File: src/rtl/lsu_pkg.sv
// Shared size codes, FSM state encoding and byte-enable bases for the load/store unit.
package lsu_pkg;

    localparam logic [1:0] SZ_BYTE = 2'b00;
    localparam logic [1:0] SZ_HALF = 2'b01;
    localparam logic [1:0] SZ_WORD = 2'b10;

    localparam logic [3:0] BE_BYTE = 4'b0001;
    localparam logic [3:0] BE_HALF = 4'b0011;
    localparam logic [3:0] BE_WORD = 4'b1111;

    typedef enum logic [1:0] {
        IDLE   = 2'b00,
        ACCESS = 2'b01,
        RESP   = 2'b10
    } lsu_state_t;

endpackage

File: src/rtl/load_ext.sv
// Little-endian lane select plus sign/zero extension of a memory read word.
module load_ext
    import lsu_pkg::*;
(
    input  logic [31:0] i_rdata,
    input  logic [1:0]  i_alo,
    input  logic [1:0]  i_size,
    input  logic        i_sext,
    output logic [31:0] o_data
);

    logic [7:0]  w_byte;
    logic [15:0] w_half;

    always_comb begin
        w_byte = 8'h00;
        case (i_alo)
            2'd0:    w_byte = i_rdata[7:0];
            2'd1:    w_byte = i_rdata[15:8];
            2'd2:    w_byte = i_rdata[23:16];
            default: w_byte = i_rdata[31:24];
        endcase
        w_half = i_alo[1] ? i_rdata[31:16] : i_rdata[15:0];

        // Reserved size code behaves as a full word.
        if (i_size == SZ_BYTE)
            o_data = {{24{i_sext & w_byte[7]}}, w_byte};
        else if (i_size == SZ_HALF)
            o_data = {{16{i_sext & w_half[15]}}, w_half};
        else
            o_data = i_rdata;
    end

endmodule

File: src/rtl/mem_lsu.sv
// Load/store unit between MEM stage and data memory: store lane packing, load extension,
// IDLE/ACCESS/RESP handshake. MEM_LSU_MISALIGN_TRAP_EN enables the misalignment trap.
module mem_lsu
    import lsu_pkg::*;
(
    input  logic        i_clk,
    input  logic        i_reset,
    input  logic        i_req_valid,
    output logic        o_req_ready,
    input  logic        i_req_we,
    input  logic [1:0]  i_req_size,
    input  logic        i_req_sext,
    input  logic [31:0] i_req_addr,
    input  logic [31:0] i_req_wdata,
    output logic        o_mem_en,
    output logic [3:0]  o_mem_we,
    output logic [31:0] o_mem_addr,
    output logic [31:0] o_mem_wdata,
    input  logic [31:0] i_mem_rdata,
    input  logic        i_mem_ack,
    output logic        o_rsp_valid,
    output logic [31:0] o_rsp_rdata,
    output logic        o_rsp_err
);

    lsu_state_t  r_state, w_next;
    logic        r_we, r_sext;
    logic [1:0]  r_size, r_alo;
    logic        r_mem_en, r_rsp_valid, r_rsp_err;
    logic [3:0]  r_mem_we;
    logic [31:0] r_mem_addr, r_mem_wdata, r_rsp_rdata;

    logic        w_misalign;
    logic [1:0]  w_alo;
    logic [3:0]  w_be;
    logic [31:0] w_wdata, w_ld;

`ifdef MEM_LSU_MISALIGN_TRAP_EN
    assign w_alo = i_req_addr[1:0];
    always_comb begin
        w_misalign = 1'b0;
        if (i_req_size == SZ_HALF)
            w_misalign = i_req_addr[0];
        else if (i_req_size != SZ_BYTE)
            w_misalign = (i_req_addr[1:0] != 2'b00);
    end
`else
    // Without the trap, low address bits below the access size are simply dropped.
    assign w_misalign = 1'b0;
    always_comb begin
        w_alo = 2'b00;
        if (i_req_size == SZ_BYTE)
            w_alo = i_req_addr[1:0];
        else if (i_req_size == SZ_HALF)
            w_alo = {i_req_addr[1], 1'b0};
    end
`endif

    always_comb begin
        if (i_req_size == SZ_BYTE) begin
            w_be    = BE_BYTE << w_alo;
            w_wdata = {4{i_req_wdata[7:0]}};
        end else if (i_req_size == SZ_HALF) begin
            w_be    = BE_HALF << w_alo;
            w_wdata = {2{i_req_wdata[15:0]}};
        end else begin
            w_be    = BE_WORD;
            w_wdata = i_req_wdata;
        end
    end

    load_ext u_load_ext (
        .i_rdata (i_mem_rdata),
        .i_alo   (r_alo),
        .i_size  (r_size),
        .i_sext  (r_sext),
        .o_data  (w_ld)
    );

    always_ff @(posedge i_clk or posedge i_reset) begin
        if (i_reset) r_state <= IDLE;
        else         r_state <= w_next;
    end

    always_comb begin
        w_next = r_state;
        case (r_state)
            IDLE:    if (i_req_valid) w_next = w_misalign ? RESP : ACCESS;
            ACCESS:  if (i_mem_ack)   w_next = RESP;
            RESP:    w_next = IDLE;
            default: w_next = IDLE;
        endcase
    end

    always_ff @(posedge i_clk or posedge i_reset) begin
        if (i_reset) begin
            r_we        <= 1'b0;
            r_sext      <= 1'b0;
            r_size      <= SZ_BYTE;
            r_alo       <= 2'b00;
            r_mem_en    <= 1'b0;
            r_mem_we    <= 4'b0000;
            r_mem_addr  <= 32'h0;
            r_mem_wdata <= 32'h0;
            r_rsp_valid <= 1'b0;
            r_rsp_rdata <= 32'h0;
            r_rsp_err   <= 1'b0;
        end else begin
            r_rsp_valid <= 1'b0;
            case (r_state)
                IDLE: if (i_req_valid) begin
                    r_we   <= i_req_we;
                    r_sext <= i_req_sext;
                    r_size <= i_req_size;
                    r_alo  <= w_alo;
                    if (w_misalign) begin
                        r_rsp_valid <= 1'b1;
                        r_rsp_err   <= 1'b1;
                        r_rsp_rdata <= 32'h0;
                    end else begin
                        r_mem_en    <= 1'b1;
                        r_mem_addr  <= {i_req_addr[31:2], 2'b00};
                        r_mem_we    <= i_req_we ? w_be : 4'b0000;
                        r_mem_wdata <= w_wdata;
                    end
                end
                ACCESS: if (i_mem_ack) begin
                    r_mem_en    <= 1'b0;
                    r_mem_we    <= 4'b0000;
                    r_rsp_valid <= 1'b1;
                    r_rsp_err   <= 1'b0;
                    r_rsp_rdata <= r_we ? 32'h0 : w_ld;
                end
                default: ;
            endcase
        end
    end

    assign o_req_ready = (r_state == IDLE);
    assign o_mem_en    = r_mem_en;
    assign o_mem_we    = r_mem_we;
    assign o_mem_addr  = r_mem_addr;
    assign o_mem_wdata = r_mem_wdata;
    assign o_rsp_valid = r_rsp_valid;
    assign o_rsp_rdata = r_rsp_rdata;
    assign o_rsp_err   = r_rsp_err;

endmodule

File: config.mk
export PLATFORM = sky130hd
export DESIGN_NAME = mem_lsu
export DESIGN_NICKNAME = d
export VERILOG_FILES = /design/src/rtl/lsu_pkg.sv /design/src/rtl/load_ext.sv /design/src/rtl/mem_lsu.sv
export SDC_FILE = /design/constraint.sdc
export NUM_CORES = 1
export LEC_CHECK = 0
export BUFFER_PORTS_ARGS = -buffer_cell sky130_fd_sc_hd__buf_4
export CELL_PAD_IN_SITES_DETAIL_PLACEMENT = 0
export CELL_PAD_IN_SITES_GLOBAL_PLACEMENT = 2
export CORE_MARGIN = 10
export CORE_UTILIZATION = 30
export CTS_CLUSTER_DIAMETER = 80
export DETAILED_ROUTE_END_ITERATION = 6
export PLACE_DENSITY_LB_ADDON = 0.12
export SLEW_MARGIN = 25
export SYNTH_ARGS = -nofsm -noshare
export SYNTH_HDL_FRONTEND = slang
export SYNTH_SLANG_ARGS = --single-unit
File: constraint.sdc
create_clock -name i_clk -period 10.46 [get_ports i_clk]
set_input_delay 2.092 -clock i_clk [delete_from_list [all_inputs] [get_ports i_clk]]
set_output_delay 2.092 -clock i_clk [all_outputs]
set_load 0.01 [all_outputs]
==> reports/qor.tcl <==
set qor(clk_pin_slew_ns) 0.07
set qor(cp.depth) 7
set qor(slew_headroom) 0.347
set qor(die-height_um) 150
set qor(setup_total_negative_slack_ns) 0
set qor(worst_skew_pair.late_latency_ns) 0.35
set qor(row_count) 47
set qor(post_cts_resized) 0
set qor(placeableCoreArea_um2) 16600
set qor(grt_start_max_net_pins) 76
set qor(r2r_depth) 4
set qor(setup.worst_path.class) {input pin to flop}
set qor(synthDistinctLibCells) 40
set qor(drt_iter0_markers) 250
set qor(avgSynthCellArea_um2) 9.27
set qor(synthToLayoutAreaGrowth_pct) 38.8
set qor(synthFlopType) {dfrtp_1}
set qor(final.period_utilization) 0.337
set qor(total_placed_cells_including_tap_cells) 937
set qor(ios) 208
set qor(fmaxAchievable_mhz) 284
set qor(grt_use_total) 0.152
set qor(final_cell_count_no_fill) 952
set qor(cts_num_sinks) 108
set qor(yosys_register_bits) 108
set qor(crit_fanout) 30
set qor(antenna_violations_before_repair) 0
set qor(ordered_cell_list_for_the_critical_path) {buf_4 -> nor2_2 -> nand2_1 -> inv_1 -> ha_1 -> a221oi_1 -> o21ai_0}
set qor(drt_first_pass_iters) 4
set qor(layout.cells.most_common) {buf_4}
set qor(synth-seq-area-share) 0.532
set qor(synth_top_cell_area_share) 0.532
set qor(cp_startpoint_kind) {input pin}
set qor(setup_viol_count_final) 0
set qor(critical_path.slowest_cell) {nor2_2}
set qor(portBuffers) 204
set qor(worstReg2RegEnd) {o_rsp_rdata[31]}
set qor(tritoncts) {built}
set qor(postRouteWirelength_mm) 17.5
set qor(r2r_slack_ns) 8.09
set qor(timing.clock.skew_ns) 0.00657
set qor(place_hpwl_mm) 12.8
set qor(critPathCapture) {o_mem_we[2]}
set qor(wl_per_cell_um) 18.3
set qor(layout.cell_area.non_filler_um2) 7060
set qor(ctsHtreeMaxLevel) 3
set qor(leakagePower_nw) 3.57
set qor(final_hold_violation_count) 0
set qor(route.detailed.drc) 0
set qor(cts_setup_buffers) 0
set qor(vias_in_the_first_global_route) 4823
set qor(timing_max_transition_violations_final) 0
set qor(routed-via-count) 4525
set qor(cts_hold_buffers) 0
set qor(yosysWarnings) 0
set qor(timing.critical_path.to_type) {flop}
set qor(postSynth.asyncResetShare) 1.00
set qor(grt_remaining_overflow) 0
set qor(final_cell_mix) {buf_4, nand2_1, dfrtp_1}
set qor(grt_first_pass_wirelength_mm) 26.8
set qor(synth.largest_area_cell) {dfrtp_1}
set qor(antenna_cells) 0
set qor(postPlaceCellArea_um2) 6750
set qor(power-per-cell-area_nw_per_um2) 221
set qor(initial_utilization) 0.306
set qor(cp.buffers_inverters) 2
set qor(routed_via_density) 4.75
set qor(drtAntennaViolNets) 0
set qor(ir_drop_mv) 0.0805
set qor(routabilityCongestion) 0.830
set qor(crit-reg2reg-launch) {r_alo[1]}
set qor(synth-edff-count) 0
set qor(final.min_clock_period_ns) 3.53
set qor(layout-drive-gt1-share) 0.329
set qor(netlist_instances) 548
set qor(cts-root-buf) {clkbuf_16}
set qor(finalNetCount) 833
set qor(die_area_um2) 22500
set qor(netlist_area_um2) 5080
set qor(worst_ep_required_time_ns) 10.69
set qor(status) {finished, final reports clean}
set qor(cp.arrival_ns) 3.76
set qor(critical_path.startpoint) {i_req_size[1]}
set qor(synth.top_cells.by_area) {dfrtp_1, nand2_1, mux2i_1, a21oi_1, mux4_2}
set qor(cts_inserted_buffers) 9
set qor(final.fill_count) 1695
set qor(die_w_um) 150
set qor(critPathTopFamily) {simple AND/OR/NAND/NOR gates}
set qor(worst_slew_pin_slew_ns) 0.979
set qor(min-delay-path-class) {flop to flop}
set qor(grt_setup_unrepaired) {false}
set qor(biggest_cell_delay_along_the_critical_path_ns) 0.52
set qor(drv.max_cap_violation_count) 0
set qor(cts_max_path_buffers) 2
## logic make-up after synthesis
family / synth area share
other: 0.000738
AO/OA/AOI/OAI: 0.133
AND/OR/NAND/NOR: 0.196
multiplexers: 0.0876
flip-flops: 0.532
adder cells (fa/ha/maj): 0.00246
buffers and inverters: 0.0478
## stage by stage
stage / util / power (mW) / worst slack [ns] / hold WS (ns)
after floorplan: - / 0.900 / 5.52 / 0.437
after global placement: 0.407 / 1.21 / 6.62 / 0.454
after detailed placement: 0.407 / 1.22 / 6.56 / 0.454
after CTS: 0.426 / 1.59 / 6.92 / 0.479
after global routing: 0.426 / 1.67 / 6.78 / 0.507
final: 0.426 / 1.56 / 6.93 / 0.474
## area by class of cell
cell class / instances / area [um^2] / share of cell area
sequential: 108 / 2700 / 0.383
multi-input combinational: 386 / 2150 / 0.305
timing repair buffer: 208 / 1560 / 0.221
tap: 220 / 275 / 0.0390
clock buffer: 10 / 229 / 0.0324
clock inverter: 5 / 77.6 / 0.0110
inverter: 15 / 58.8 / 0.00833
## cell usage after synthesis, types with 2 or more instances
library cell,count
nor2_1,28
nor3b_1,2
dfrtp_1,108
nor3_1,7
o22ai_1,15
mux4_2,7
nand2_1,168
buf_2,13
a221o_1,7
o21ai_0,28
a21oi_1,33
nand3_1,2
clkbuf_1,20
mux2_2,2
o21ai_1,10
nor2b_1,23
buf_4,4
nand2b_1,3
buf_1,3
mux2i_1,25
a22o_1,8
inv_1,14
## power by group
group | internal [mW] | switching, mW | total, mW | leakage [nW]
combinational | 0.278 | 0.271 | 0.549 | 2.08
sequential | 0.546 | 0.101 | 0.647 | 1.34
clock | 0.208 | 0.156 | 0.365 | 0.148
total | 1.03 | 0.529 | 1.56 | 3.57
## worst reg2reg max path: cells and delay by family, from the launching register on
family | cells | cell delay, ns
flops | 1 | 0.98
compound gates | 3 | 0.80
mux | 1 | 0.45
## layer usage
metal  track usage  share of wire  vias up
li1              -              -     2189
met5             0              0        -
met2         0.233           0.47      165
met1         0.183           0.40     2144
met4        0.0612          0.023        0
met3        0.0654           0.10       27
## sequential cells by signal (all words and copies together), names as in the netlist
name	cells
o_mem_wdata	32
o_rsp_rdata	32
o_mem_addr	30
o_mem_we	4
r_alo	2
r_size	2
r_state	2
o_mem_en	1
o_rsp_valid	1
r_sext	1
r_we	1
## worst min path at each step
stage,from,end,slack [ns],cells past startpoint
3_3_place_gp,r_we,r_we,0.45,2
6_report,r_we,r_we,0.47,2
4_1_cts,r_we,r_we,0.48,2
2_1_floorplan,r_we,r_we,0.44,2
3_5_place_dp,r_we,r_we,0.45,2
5_1_grt,o_mem_addr[23],o_mem_addr[23],0.51,2
No activity file was read; power rests on OpenSTA's default activity.
